<file path="config.mk">
export PLATFORM = sky130hd
export DESIGN_NAME = pdm_modulator
export DESIGN_NICKNAME = d
export VERILOG_FILES = /design/src/rtl/pdm_modulator.sv
export SDC_FILE = /design/constraint.sdc
export NUM_CORES = 1
export LEC_CHECK = 0
export BUFFER_PORTS_ARGS = -buffer_cell sky130_fd_sc_hd__buf_2
export CAP_MARGIN = 40
export CORE_UTILIZATION = 24
export CTS_CLUSTER_SIZE = 16
export DETAILED_ROUTE_END_ITERATION = 7
export GPL_TIMING_DRIVEN = 1
export HOLD_SLACK_MARGIN = 0.1
export PLACE_DENSITY_LB_ADDON = 0.25
export SYNTH_ARGS = -nofsm -noshare
export SYNTH_HDL_FRONTEND = slang
export SYNTH_SLANG_ARGS = --single-unit
</file>
<file path="constraint.sdc">
create_clock -name pdm_clk -period 3.7 [get_ports pdm_clk]
set_input_delay 0.185 -clock pdm_clk [delete_from_list [all_inputs] [get_ports pdm_clk]]
set_output_delay 0.185 -clock pdm_clk [all_outputs]
set_load 0.05 [all_outputs]
</file>
<file path="src/rtl/pdm_modulator.sv">
// PCM-to-PDM playback: sample FIFO feeding a first-order sigma-delta modulator,
// one PCM sample consumed every OVERSAMPLE pdm_clk cycles.
module pdm_modulator #(
   parameter int unsigned DATA_WIDTH  = 16,
   parameter int unsigned OVERSAMPLE  = 128,
   parameter int unsigned FIFO_DEPTH  = 4,
   parameter int unsigned PRIME_LEVEL = 2
) (
   input  logic                               pdm_clk,
   input  logic                               rst_n,
   input  logic                               enable,
   input  logic [DATA_WIDTH-1:0]              pcm_in,
   input  logic                               pcm_valid,
   output logic                               pcm_ready,
   output logic                               pdm_out,
   output logic                               sample_tick,
   output logic                               underrun,
   output logic [$clog2(FIFO_DEPTH+1)-1:0]    fifo_level
);

   localparam int unsigned LVL_W = $clog2(FIFO_DEPTH + 1);
   localparam int unsigned PTR_W = (FIFO_DEPTH > 1) ? $clog2(FIFO_DEPTH) : 1;
   localparam int unsigned PH_W  = (OVERSAMPLE > 1) ? $clog2(OVERSAMPLE) : 1;

   localparam logic [1:0] ST_OFF   = 2'd0;
   localparam logic [1:0] ST_PRIME = 2'd1;
   localparam logic [1:0] ST_RUN   = 2'd2;

   logic [1:0]            state;
   logic [1:0]            state_nxt;
   logic [DATA_WIDTH-1:0] mem [FIFO_DEPTH];
   logic [PTR_W-1:0]      wr_ptr;
   logic [PTR_W-1:0]      rd_ptr;
   logic [PH_W-1:0]       phase;
   logic [DATA_WIDTH-1:0] acc;
   logic [DATA_WIDTH-1:0] cur_sample;
   logic [DATA_WIDTH-1:0] u_c;
   logic [DATA_WIDTH:0]   sum_c;
   logic                  push_c;
   logic                  fetch_c;
   logic                  pop_c;
   logic                  miss_c;
   logic                  run_c;

   assign pcm_ready = enable && (fifo_level < LVL_W'(FIFO_DEPTH));

   // Next state, FIFO strobes and modulator sum
   always_comb begin
      state_nxt = state;
      push_c    = pcm_valid && pcm_ready;
      fetch_c   = enable && (state == ST_RUN) && (phase == '0);
      pop_c     = fetch_c && (fifo_level != '0);
      miss_c    = fetch_c && (fifo_level == '0);
      run_c     = enable && ((state == ST_PRIME) || (state == ST_RUN));
      u_c       = {~cur_sample[DATA_WIDTH-1], cur_sample[DATA_WIDTH-2:0]};
      sum_c     = {1'b0, acc} + {1'b0, u_c};
      case (state)
         ST_OFF:   state_nxt = ST_PRIME;
         ST_PRIME: if (fifo_level >= LVL_W'(PRIME_LEVEL)) state_nxt = ST_RUN;
         ST_RUN:   state_nxt = ST_RUN;
         default:  state_nxt = ST_OFF;
      endcase
      if (!enable) state_nxt = ST_OFF;
   end

   always_ff @(posedge pdm_clk or negedge rst_n) begin
      if (!rst_n) state <= ST_OFF;
      else        state <= state_nxt;
   end

   // FIFO pointers and occupancy; dropping enable discards the contents
   always_ff @(posedge pdm_clk or negedge rst_n) begin
      if (!rst_n) begin
         wr_ptr     <= '0;
         rd_ptr     <= '0;
         fifo_level <= '0;
      end else if (!enable) begin
         wr_ptr     <= '0;
         rd_ptr     <= '0;
         fifo_level <= '0;
      end else begin
         if (push_c) wr_ptr <= wr_ptr + PTR_W'(1);
         if (pop_c)  rd_ptr <= rd_ptr + PTR_W'(1);
         if (push_c && !pop_c)      fifo_level <= fifo_level + LVL_W'(1);
         else if (pop_c && !push_c) fifo_level <= fifo_level - LVL_W'(1);
      end
   end

   always_ff @(posedge pdm_clk) begin
      if (push_c) mem[wr_ptr] <= pcm_in;
   end

   // Sigma-delta core: the accumulator carries its residue across samples
   always_ff @(posedge pdm_clk or negedge rst_n) begin
      if (!rst_n) begin
         acc         <= '0;
         phase       <= '0;
         cur_sample  <= '0;
         pdm_out     <= 1'b0;
         sample_tick <= 1'b0;
         underrun    <= 1'b0;
      end else if (!run_c) begin
         acc         <= '0;
         phase       <= '0;
         cur_sample  <= '0;
         pdm_out     <= 1'b0;
         sample_tick <= 1'b0;
         underrun    <= 1'b0;
      end else begin
         acc         <= sum_c[DATA_WIDTH-1:0];
         pdm_out     <= sum_c[DATA_WIDTH];
         sample_tick <= pop_c;
         underrun    <= miss_c;
         if (state == ST_RUN)
            phase <= (phase == PH_W'(OVERSAMPLE - 1)) ? '0 : phase + PH_W'(1);
         else
            phase <= '0;
         if (pop_c) cur_sample <= mem[rd_ptr];
      end
   end

endmodule

</file>
==> flow_summary.toml, run 1 <==
[sta]
setup_viol_count_final = 0
setup_slack_ns = 0.928
relSlewSlack = 0.454
finalSetupTns_ns = 0
post-route-min-period_ns = 2.77
final_max_slew_viol_count = 0
grt_setup_unrepaired = "false"
finClkSkew_ns = 0.0118
hold_viol = 0
timing.final.crit_share = 0.749
holdWs_ns = 0.152
fmax_ghz = 0.361
tightest_slew_ns = 0.819

[placed_design]
placed_cell_area_um2 = 5740
portBuffers = 26
dp.cells = 677
dp.final_hpwl_um = 6700
pre_cts_ws_ns = 0.935
place_congestion = 0.766

[floorplan]
die_h_um = 150
ios = 27
die_x_um = 150
coreArea_um2 = 21300
rows = 53
initial_core_util = 0.247
dieArea_um2 = 22500

[cts]
post_cts_resized = 0
cts_tree = "yes"
numCtsBuffers = 17
cts.path.max_buffers = 2
root_buffer = "clkbuf_16"
htreeDepth = 4
clkTransAtPathRegs_ns = 0.06
insertion_delay_ns = 0.42
cts_sinks = 115

[pwr]
powerDensity_nw_per_um2 = 563
finalPower_mw = 3.64
p_leak_nw = 2.64
irDropWorstVdd_uv = 290

[logic_synthesis]
synth_fp_nets = 430
syn_area_per_cell_um2 = 13.8
synth_area_leaders = "edfxtp_1 36%, dfrtp_1 24%, mux4_2 6.8%"
yosys_register_bits = 115
yosysTopAreaCell = "edfxtp_1"
yosys_warnings = 0
synth_top_area_frac = 0.365
synthFlopType = "edfxtp_1"
ys_seq_area_frac = 0.607
synth_edf_count = 64
syn_area_um2 = 5270
netlist-cell-type-count = 46
async_flop_share = 0.443
synthCells = 383

[grt]
grt_max_degree = 34
antenna_found_initial = 0
overflow = 0
grt_pass1_wl_um = 16400
grt_use_total = 0.0989
grt_pass1_vias = 3262

[final_layout]
drive_above_1_share = 0.197
final_cell_area_um2 = 6460
nets = 485
area_delta_synth_final_pct = 22.6
antenna_cells = 0
final_core_util = 0.303
stdcell_count = 726

[worst_setup_path]
worstPathMaxFanout = 22
critPathRequiredTime_ns = 4.03
crit_type = "reg2reg"
critical_path.slowest_cell = "or4b_4"
path_cells = "inv_1 > ha_1 > or4b_4 > nor4_4 > nand2b_1 > buf_4 > and2_1 > fa_1 > mux2_2 > o21ai_0"
start_kind = "flop"
slowest_delay_ns = 0.47
end_kind = "flop"
cp.arrival_ns = 3.10

[drt]
vias = 3094
first_iter_violations = 158
post_drt_via_cell_ratio = 4.26
avgRoutedWirePerCell_um = 13.7
ant_nets = 0
wirelength_um = 9980
drc = 0
drt_pass1_iterations = 4

[worst_hold_path]
hp-class = "in2reg"

[status]
outcome = "completed"

[job]
cap_viol_max_count = 0
==> registers in the layout, indices dropped and copies added, names as in the netlist <==
signal / count
phase: 7
mem: 64
acc: 16
cur_sample: 16
underrun: 1
pdm_out: 1
rd_ptr: 2
state: 2
fifo_level: 3
wr_ptr: 2
sample_tick: 1
==> worst max-delay path: cells and delay by family, from the launching register on <==
kind            cells  cell delay, ns
flops               1            0.39
compound gates      1            0.13
fa+ha+maj           2            0.56
simple gates        4            0.97
buf+inv             2            0.35
mux                 1            0.28
==> cell usage in the layout, fill, tap and decap left out, drive strengths merged, types with 6 or more instances in the layout <==
master       count
and2             7
mux4            16
nor3            10
mux2i           19
buf             34
o21ai            8
a21o             6
dfrtp           51
and3             8
ha              25
edfxtp          64
a21oi           14
xor2             8
xnor2            9
inv             24
nand3            9
dlygate4sd3     17
nor2b            8
nor2            44
nand2           15
clkbuf          17
==> report_power, final <==
part	total, mW	switching, mW	internal, mW
sequential	1.50	0.0492	1.45
combinational	0.635	0.388	0.247
clock	1.50	0.631	0.870
==> synth_stat cells (2+ instances only) <==
cell type	count
edfxtp_1	64
dfrtp_1	51
nor2_1	43
ha_1	25
mux2i_1	19
inv_1	17
mux4_2	16
nand2_1	15
a21oi_1	14
nor3_1	10
clkbuf_1	9
nand3_1	9
nor2b_1	8
o21ai_0	8
xnor2_1	8
xor2_1	8
and2_1	7
and3_1	7
a21o_1	6
nand2b_1	4
o211ai_1	4
a2111oi_0	3
buf_2	2
buf_6	2
fa_1	2
o21a_1	2
==> area by class of cell <==
type	count	area, um^2
clock buffer	17	425
sequential	115	3200
multi-input combinational	236	1910
inverter	17	63.8
tap	275	344
clock inverter	15	123
fill	2154	14800
timing repair buffer	51	390
==> path summary, 6_finish.rpt <==
kind	end	slack, ns	cells after the start	start
worst max-delay path	fifo_level[2]	0.93	10	state[0]
worst min-delay path	fifo_level[0]	0.15	3	enable
worst max register to register	fifo_level[2]	0.93	10	state[0]
worst min register to register	phase[0]	0.48	1	phase[0]
max in group asynchronous	cur_sample[0]	2.65	3	rst_n
min in group asynchronous	phase[0]	0.26	2	rst_n
==> cell families after synthesis <==
group,Yosys count,share of synthesized area
multiplexers,36,0.107
flip-flops,115,0.607
XOR/XNOR,17,0.0297
adder cells (fa/ha/maj),27,0.0670
buffers and inverters,32,0.0292
AND/OR/NAND/NOR,111,0.105
AO/OA/AOI/OAI,45,0.0554
==> per-layer routing <==
layer,global-route usage,vias up,wire [um]
li1,-,1500,-
met5,0,-,0
met4,0.0530,0,159
met2,0.155,38,4720
met1,0.125,1543,4870
met3,0.0264,13,224
==> what timing repair did <==
item / CTS / global route
hold buffers: 17 / 0
hold endpoints to repair: 82 / 0
setup buffers: 0 / 0
Power figures use the tool's default switching activity.
==> run 2: changes to the inputs <==
==> constraint.sdc (replaced) <==
create_clock -name pdm_clk -period 2.4 [get_ports pdm_clk]
set_input_delay 0.12 -clock pdm_clk [delete_from_list [all_inputs] [get_ports pdm_clk]]
set_output_delay 0.12 -clock pdm_clk [all_outputs]
set_load 0.05 [all_outputs]
==> run 2 against run 1 <==
  * Final cell count rose by 1.1%
  * Worst setup slack got worse by 0.81 ns
  * Sequential share of layout area decreased by 0.73 points
  * Register-to-register slack worse by 0.81 ns
  * Clock power up 63%
  * First-iteration DRC count shrank 53%
  * Cell area grew 1.5%
  * Core utilization increased by 0.45 points
  * Critical path depth down 1
  * Highest routed layer unchanged
==> flow_summary.toml, run 2 (synthesis results as in run 1) <==
[final_layout]
nFillCells = 2076
area_delta_synth_final_pct = 24.5
antenna_cells = 0
multi_input_area_um2 = 1950
final_common_cell = "edfxtp_1"
largest_register = "mem"
largest_reg_flops = 64
nets = 494
drive_above_1_share = 0.214
final_cell_mix = "64 x edfxtp_1, 51 x dfrtp_1, 43 x nor2_1"
reg.largest.list = "mem (64), acc (16), cur_sample (16)"
seqCellArea_um2 = 3200
stdcell_count = 734

[drt]
wirelength_um = 10100
vias = 3099
avgRoutedWirePerCell_um = 13.8
ant_nets = 0
drt_pass1_iterations = 6
post_drt_via_cell_ratio = 4.22
first_iter_violations = 74
drc = 0

[pwr]
irDropWorstVdd_uv = 493
p_leak_nw = 2.69
powerDensity_nw_per_um2 = 893
finalPower_mw = 5.85

[worst_setup_path]
worstPathMaxFanout = 3
critPathRequiredTime_ns = 2.74
r2r_start = "state[0]"
start_kind = "flop"
crit_type = "reg2reg"
crit_start = "state[0]"
cp.arrival_ns = 2.62
end_kind = "flop"

[floorplan]
dieArea_um2 = 22500
rows = 53
die_x_um = 150
coreArea_um2 = 21300
ios = 27
initial_core_util = 0.247
die_h_um = 150

[grt]
grt_max_degree = 52
grt_use_total = 0.0989
overflow = 0
grt_pass1_wl_um = 16600
antenna_found_initial = 0
grt_pass1_vias = 3272

[sta]
grt_setup_unrepaired = "false"
fmax_ghz = 0.438
timing.final.crit_share = 0.950
finClkSkew_ns = 0.00980
relSlewSlack = 0.542
setup_slack_ns = 0.119
hold_viol = 0
holdWs_ns = 0.185
tightest_slew_ns = 0.686
final_max_slew_viol_count = 0
finalSetupTns_ns = 0
post-route-min-period_ns = 2.28
setup_viol_count_final = 0

[cts]
clkTransAtPathRegs_ns = 0.06
htreeDepth = 4
root_buffer = "clkbuf_16"
cts_tree = "yes"
cts_sinks = 115
insertion_delay_ns = 0.41
numCtsBuffers = 17
cts.path.max_buffers = 2

[placed_design]
dp.final_hpwl_um = 6700
portBuffers = 26
pre_cts_ws_ns = -0.0583
dp.cells = 684
place_congestion = 0.724

[worst_hold_path]
hp-class = "in2reg"
hp-start = "enable"

[job]
cap_viol_max_count = 0

[status]
outcome = "completed"
==> run 2: cell types whose count changed in the layout (fill, tap and decap cells not counted), moves of 2 or more <==
cell       before  now
clkinv_4        3    1
clkbuf_1        0    2
buf_8           4    0
nor2b_2         0    2
inv_6           6    0
clkinv_1        0    5
buf_4           4   17
nor2b_1         8    6
bufinv_16       0    3
clkinv_2        2    0
==> run 2: stage by stage <==
step           instance area [um^2]   util
2_1_floorplan                  5270      -
3_3_place_gp                   5770  0.271
3_5_place_dp                   5770  0.271
4_1_cts                        6550  0.307
5_1_grt                        6560  0.308
6_report                       6560  0.308
==> run 2: repair_timing <==
action                     CTS  global route
setup endpoints to repair    1             4
hold endpoints to repair   115             0
gates resized for setup      7             3
hold buffers                17             0
setup buffers                2             0
pin swaps                    3             3
==> run 2: final cells by class <==
cell class                      count  area share
Sequential cell                   115       0.488
Multi-Input combinational cell    236       0.297
Clock buffer                       19      0.0660
Timing Repair Buffer               60      0.0653
Tap cell                          275      0.0525
Clock inverter                     12      0.0214
Inverter                           17     0.00973
==> run 2: routing by layer <==
| layer | vias up | routed length (um) | GRT usage |
|---|---|---|---|
| li1 | 1513 | - | - |
| met1 | 1529 | 4670 | 0.118 |
| met2 | 40 | 4950 | 0.167 |
| met3 | 17 | 302 | 0.0248 |
| met4 | 0 | 204 | 0.0470 |
| met5 | - | 0 | 0 |
==> run 2: power by group <==
group	internal, mW	switching [mW]	leakage (nW)
Sequential	2.24	0.0819	1.28
Clock	1.60	0.849	0.267
Combinational	0.437	0.635	1.14
==> run 2: critical path, cell delays in order (launching register included) <==
cell and delay, ns:
dfrtp_1 0.39, inv_2 0.08, ha_4 0.12, or4b_4 0.46
nor4_4 0.16, nand2b_1 0.12, and2_4 0.17, fa_2 0.35
mux2_4 0.27, o21ai_2 0.10
==> run 2: final timing paths <==
check | to | slack, ns | cells after the start
max in group asynchronous | cur_sample[0] | 1.56 | 3
setup reg to reg | fifo_level[2] | 0.12 | 9
hold reg to reg | phase[0] | 0.48 | 1
hold / removal | fifo_level[0] | 0.18 | 4
min in group asynchronous | phase[0] | 0.36 | 3
setup / recovery | fifo_level[2] | 0.12 | 9
